File: src/rtl/doorway_direction_detector.sv
`default_nettype none
// ============================================================================
// Module   : doorway_direction_detector
// Purpose  : Two-beam doorway front end; synchronises, debounces and decodes
//            pass order into one-cycle enter/exit/fault pulses.
// Revision : 1.0 - initial release
// ============================================================================
module doorway_direction_detector #(
    parameter int SYNC_STAGES     = 2,
    parameter int DEBOUNCE_CYCLES = 4,
    parameter int TIMEOUT_CYCLES  = 1000
) (
    input  logic clk,
    input  logic rst,
    input  logic beam_outer,
    input  logic beam_inner,
    output logic enter_pulse,
    output logic exit_pulse,
    output logic fault_pulse,
    output logic busy
);

    localparam int c_DB_W = (DEBOUNCE_CYCLES > 1) ? $clog2(DEBOUNCE_CYCLES) : 1;
    localparam int c_TO_W = $clog2(TIMEOUT_CYCLES);
    localparam logic [c_DB_W-1:0] c_DB_LAST = c_DB_W'(DEBOUNCE_CYCLES - 1);
    localparam logic [c_TO_W-1:0] c_TO_LAST = c_TO_W'(TIMEOUT_CYCLES - 1);

    typedef enum logic [2:0] {
        S_IDLE = 3'd0,
        S_E1   = 3'd1,
        S_E2   = 3'd2,
        S_E3   = 3'd3,
        S_X1   = 3'd4,
        S_X2   = 3'd5,
        S_X3   = 3'd6,
        S_WAIT = 3'd7
    } state_t;

    logic [1:0] w_raw;
    logic [1:0] w_deb;

    assign w_raw = {beam_inner, beam_outer};

    // Bit 0 is the outer beam, bit 1 the inner beam.
    for (genvar b = 0; b < 2; b++) begin : g_beam
        logic [SYNC_STAGES-1:0] r_sync;
        logic [c_DB_W-1:0]      r_cnt;
        logic                   r_deb;

        always_ff @(posedge clk) begin
            if (rst) begin
                r_sync <= '0;
                r_cnt  <= '0;
                r_deb  <= 1'b0;
            end else begin
                r_sync <= {r_sync[SYNC_STAGES-2:0], w_raw[b]};
                if (r_sync[SYNC_STAGES-1] != r_deb) begin
                    if (r_cnt == c_DB_LAST) begin
                        r_deb <= r_sync[SYNC_STAGES-1];
                        r_cnt <= '0;
                    end else begin
                        r_cnt <= r_cnt + 1'b1;
                    end
                end else begin
                    r_cnt <= '0;
                end
            end
        end

        assign w_deb[b] = r_deb;
    end

    state_t            r_state;
    logic [c_TO_W-1:0] r_tmo;
    logic              r_enter;
    logic              r_exit;
    logic              r_fault;
    logic              r_busy;

    state_t w_next;
    logic   w_enter;
    logic   w_exit;
    logic   w_fault;
    logic   w_hold;
    logic   w_o;
    logic   w_i;

    assign w_o = w_deb[0];
    assign w_i = w_deb[1];

    always_comb begin
        w_next  = r_state;
        w_enter = 1'b0;
        w_exit  = 1'b0;
        w_fault = 1'b0;
        w_hold  = 1'b0;
        case (r_state)
            S_IDLE: begin
                if (w_o & ~w_i)      w_next = S_E1;
                else if (~w_o & w_i) w_next = S_X1;
                else if (w_o & w_i) begin w_next = S_WAIT; w_fault = 1'b1; end
            end
            S_E1: begin
                if (w_o & w_i)        w_next = S_E2;
                else if (~w_o & w_i)  w_next = S_E3;
                else if (~w_o & ~w_i) w_next = S_IDLE;
                else                  w_hold = 1'b1;
            end
            S_E2: begin
                if (w_o & ~w_i)       w_next = S_E1;
                else if (~w_o & w_i)  w_next = S_E3;
                else if (~w_o & ~w_i) begin w_next = S_IDLE; w_fault = 1'b1; end
                else                  w_hold = 1'b1;
            end
            S_E3: begin
                if (~w_o & ~w_i)      begin w_next = S_IDLE; w_enter = 1'b1; end
                else if (w_o & w_i)   w_next = S_E2;
                else if (w_o & ~w_i)  w_next = S_E1;
                else                  w_hold = 1'b1;
            end
            S_X1: begin
                if (w_o & w_i)        w_next = S_X2;
                else if (w_o & ~w_i)  w_next = S_X3;
                else if (~w_o & ~w_i) w_next = S_IDLE;
                else                  w_hold = 1'b1;
            end
            S_X2: begin
                if (~w_o & w_i)       w_next = S_X1;
                else if (w_o & ~w_i)  w_next = S_X3;
                else if (~w_o & ~w_i) begin w_next = S_IDLE; w_fault = 1'b1; end
                else                  w_hold = 1'b1;
            end
            S_X3: begin
                if (~w_o & ~w_i)      begin w_next = S_IDLE; w_exit = 1'b1; end
                else if (w_o & w_i)   w_next = S_X2;
                else if (~w_o & w_i)  w_next = S_X1;
                else                  w_hold = 1'b1;
            end
            S_WAIT: begin
                if (~w_o & ~w_i) w_next = S_IDLE;
            end
            default: w_next = S_IDLE;
        endcase
        // Timeout only fires when no legal transition was taken this edge.
        if (w_hold && (r_tmo == c_TO_LAST)) begin
            w_next  = S_WAIT;
            w_fault = 1'b1;
            w_hold  = 1'b0;
        end
    end

    always_ff @(posedge clk) begin
        if (rst) begin
            r_state <= S_IDLE;
            r_tmo   <= '0;
            r_enter <= 1'b0;
            r_exit  <= 1'b0;
            r_fault <= 1'b0;
            r_busy  <= 1'b0;
        end else begin
            r_state <= w_next;
            r_tmo   <= w_hold ? r_tmo + 1'b1 : '0;
            r_enter <= w_enter;
            r_exit  <= w_exit;
            r_fault <= w_fault;
            r_busy  <= (w_next != S_IDLE);
        end
    end

    assign enter_pulse = r_enter;
    assign exit_pulse  = r_exit;
    assign fault_pulse = r_fault;
    assign busy        = r_busy;

endmodule
`default_nettype wire

File: config.mk
export PLATFORM = sky130hd
export DESIGN_NAME = doorway_direction_detector
export DESIGN_NICKNAME = d
export VERILOG_FILES = /design/src/rtl/doorway_direction_detector.sv
export SDC_FILE = /design/constraint.sdc
export NUM_CORES = 1
export LEC_CHECK = 0
export ABC_AREA = 1
export CORE_MARGIN = 1.5
export CORE_UTILIZATION = 53
export CTS_CLUSTER_SIZE = 28
export DETAILED_ROUTE_END_ITERATION = 8
export PLACE_DENSITY = 0.75
export SYNTH_ARGS = -nofsm -noshare
export SYNTH_HDL_FRONTEND = slang
export SYNTH_SLANG_ARGS = --single-unit
File: constraint.sdc
create_clock -name clk -period 2.87 [get_ports clk]
set_input_delay 0.287 -clock clk [delete_from_list [all_inputs] [get_ports clk]]
set_output_delay 0.287 -clock clk [all_outputs]
set_load 0.02 [all_outputs]
==> flow_summary.toml <==
[synthesis]
yosys_warnings = 0
synth_edf_count = 0
syn_avg_cell_area_sq_um = 7.23
yosysTopAreaCellShare_pct = 36.7
synthCells = 204
ys_seq_area_share_pct = 36.7
ys.flop_type = "dfxtp_1"
syn-num-nets = 211
ys_seq_elements = 27
async_reset_ff_share_pct = 0
yosysTopAreaCell = "dfxtp_1"
synth_area_leaders = "dfxtp_1 37%, nand2_1 9.9%, nor2_1 8.9%"
synth.cell_area_sq_mm = 0.00147
ys_types = 32
yosys-top-cells-count = "39 x nand2_1, 35 x nor2_1, 27 x dfxtp_1, 20 x inv_1, 17 x nand3_1"
synth_most_common_cell = "nand2_1"

[place]
postPlaceCellArea_sq_mm = 0.00153
port-buffer-count = 7
placed_cells = 235
gp_congestion = 1.01
dp_hpwl_mm = 2.07

[worst_setup_path]
crit_chain = "clkdlybuf4s50_1"
endpoint_kind = "output pin"
critical_path_class = "reg -> out"
critPathTopFamily = "buffers and inverters"
critPathMaxFanout = 1
start_kind = "register"
required_ns = 2.58
cp.arrival_ns = 1.29
crit_cells = 1
rr_worst_depth = 9
cp_slowest_stage_delay_ns = 0.61
cp.buffers_inverters = 1
cpMaxStageDelayCell = "clkdlybuf4s50_1"

[power]
internal_power_mw = 0.438
p_sw_mw = 0.133
p_total_mw = 0.571
ir_drop_mv = 0.358
pwr-share-seq_pct = 66.6
switching_share_pct = 23.2
leakagePower_nw = 0.650
comb_power_share_pct = 2.5
power_frac_clock_pct = 31.0
pwr_density_cell_mw_per_mm2 = 367

[floorplanning]
io_pins = 8
initial_core_util_pct = 57.9
core_area_sq_mm = 0.00254
die_w_microns = 55.7
die_y_microns = 55.7
rows = 18
die_area_sq_mm = 0.00311

[detailed_routing]
ant_nets = 0
vias = 1293
dr.pass1.iters = 4
routed_via_density = 5.41
drt_iter0_markers = 31
wirelength_mm = 2.72
post-route-drc-count = 0
wire_per_inst_microns = 11.4

[outcome]
status = "completed"

[timing]
final_max_slew_viol_count = 0
worstMarginPinSlew_ns = 0.486
fin_skew_ns = 0.00457
maxSlewHeadroom_pct = 67.6
hold_viol_final = 0
fin_crit_sh_pct = 55.0
rsz0062_at_grt = "no"
period_needed_ns = 1.58
finalSetupViolCount = 0
fmax_mhz = 634
tns_ns = 0

[grt]
grt_overflow = 0
grt.total_usage_pct = 19.4
grt_pass1_vias = 1210
grt_max_degree = 17
antenna_found_initial = 0
grt_pass1_wl_mm = 4.89

[final_layout]
finalInstanceArea_sq_mm = 0.00156
layout.nets = 217
multi_input_area_sq_um = 771
drive_above_1_share_pct = 15.8
diodes = 0
n_fill_cell = 235
ff_latch_area_sq_um = 541
syn_to_final_growth_pct = 5.52
fin_util_pct = 61.1
stdcell_count = 239

[worst_hold_path]
holdPathStages = 2
min_path_type = "reg -> reg"

[job]
drv_cap = 0

[clock_tree]
cts_sinks = 27
cts_buffers = 3
clockBufferDepth = 2
cts.clk_slew.worst_paths_ns = 0.15
ctsHoldBuffers = 0
htree_num_levels = 1
cts_tree = "built"
clk_latency_ns = 0.35
clockRootBuffer = "clkbuf_4"
post-cts-setup-buffer-count = 0
post_cts_resized = 0
## kinds of logic (layout without fill, tap and decap cells)
| family | count (synthesis) | after routing | synth area share [%] |
|---|---|---|---|
| buf+inv | 33 | 38 | 11.0 |
| fa+ha+maj | 3 | 3 | 2.55 |
| xor+xnor | 5 | 5 | 2.97 |
| simple gates | 119 | 119 | 39.9 |
| flops | 27 | 27 | 36.7 |
| compound gates | 17 | 17 | 6.88 |
## per-layer routing
metal / up-vias / track usage, % / part of all wire (%)
li1: 653 / - / -
met1: 584 / 24.4 / 46
met2: 47 / 31.3 / 45
met3: 9 / 3.02 / 6.1
met4: 0 / 11.1 / 3.2
met5: - / 0 / 0
## placed cells by master (no fill, tap or decap), types with 2 or more instances in the layout
master,netlist,layout
a21oi_1,7,7
a21oi_2,2,2
clkbuf_4,0,3
clkdlybuf4s50_1,0,7
dfxtp_1,27,27
ha_1,3,3
inv_1,20,20
inv_2,5,5
inv_4,2,2
nand2_1,39,39
nand2_2,3,3
nand3_1,17,17
nand3_2,5,5
nor2_1,35,35
nor2_2,7,7
nor2_4,2,2
nor3_1,4,4
o211ai_1,2,2
o21ai_0,3,3
xnor2_1,2,2
xor2_1,3,3
## metrics by stage
| stage | hold WS (ns) | worst slack, ns |
|---|---|---|
| after floorplan | 0.388 | 1.59 |
| after global placement | 0.392 | 1.25 |
| after detailed placement | 0.407 | 1.21 |
| after CTS | 0.427 | 1.28 |
| after global routing | 0.453 | 1.17 |
| final | 0.422 | 1.29 |
## cell type report
cell class | count | share of cell area (%)
clock buffer | 3 | 1.45
sequential | 27 | 34.8
tap | 30 | 2.41
inverter | 27 | 6.84
multi-input combinational | 144 | 49.6
clock inverter | 1 | 0.483
timing repair buffer | 7 | 4.51
## sequential cells by signal (all words and copies together), names as in the netlist
name,count
g_beam.r_cnt,4
g_beam.r_sync,4
g_beam.r_deb,2
enter_pulse,1
fault_pulse,1
exit_pulse,1
r_tmo,10
r_state,3
busy,1
## power groups by stage
| stage | combinational (mW) | sequential, mW | clock (mW) |
|---|---|---|---|
| 6_report | 0.0140 | 0.380 | 0.177 |
| 5_1_grt | 0.0161 | 0.381 | 0.193 |
| 4_1_cts | 0.0141 | 0.380 | 0.181 |
| 3_5_place_dp | 0.0141 | 0.388 | 0 |
| 3_3_place_gp | 0.0133 | 0.388 | 0 |
| 2_1_floorplan | 0.00813 | 0.388 | 0 |
## final timing paths
kind                                                startpoint                        endpoint  slack, ns
worst max-delay path                           busy$_SDFF_PP0_                            busy       1.29
worst min-delay path            g_beam[1].r_sync[0]$_SDFF_PP0_  g_beam[1].r_sync[1]$_SDFF_PP0_       0.42
worst max register to register    g_beam[1].r_deb$_SDFFE_PP0P_           r_state[1]$_SDFF_PP0_       1.30
worst min register to register  g_beam[1].r_sync[0]$_SDFF_PP0_  g_beam[1].r_sync[1]$_SDFF_PP0_       0.42
Power figures use the tool's default switching activity.
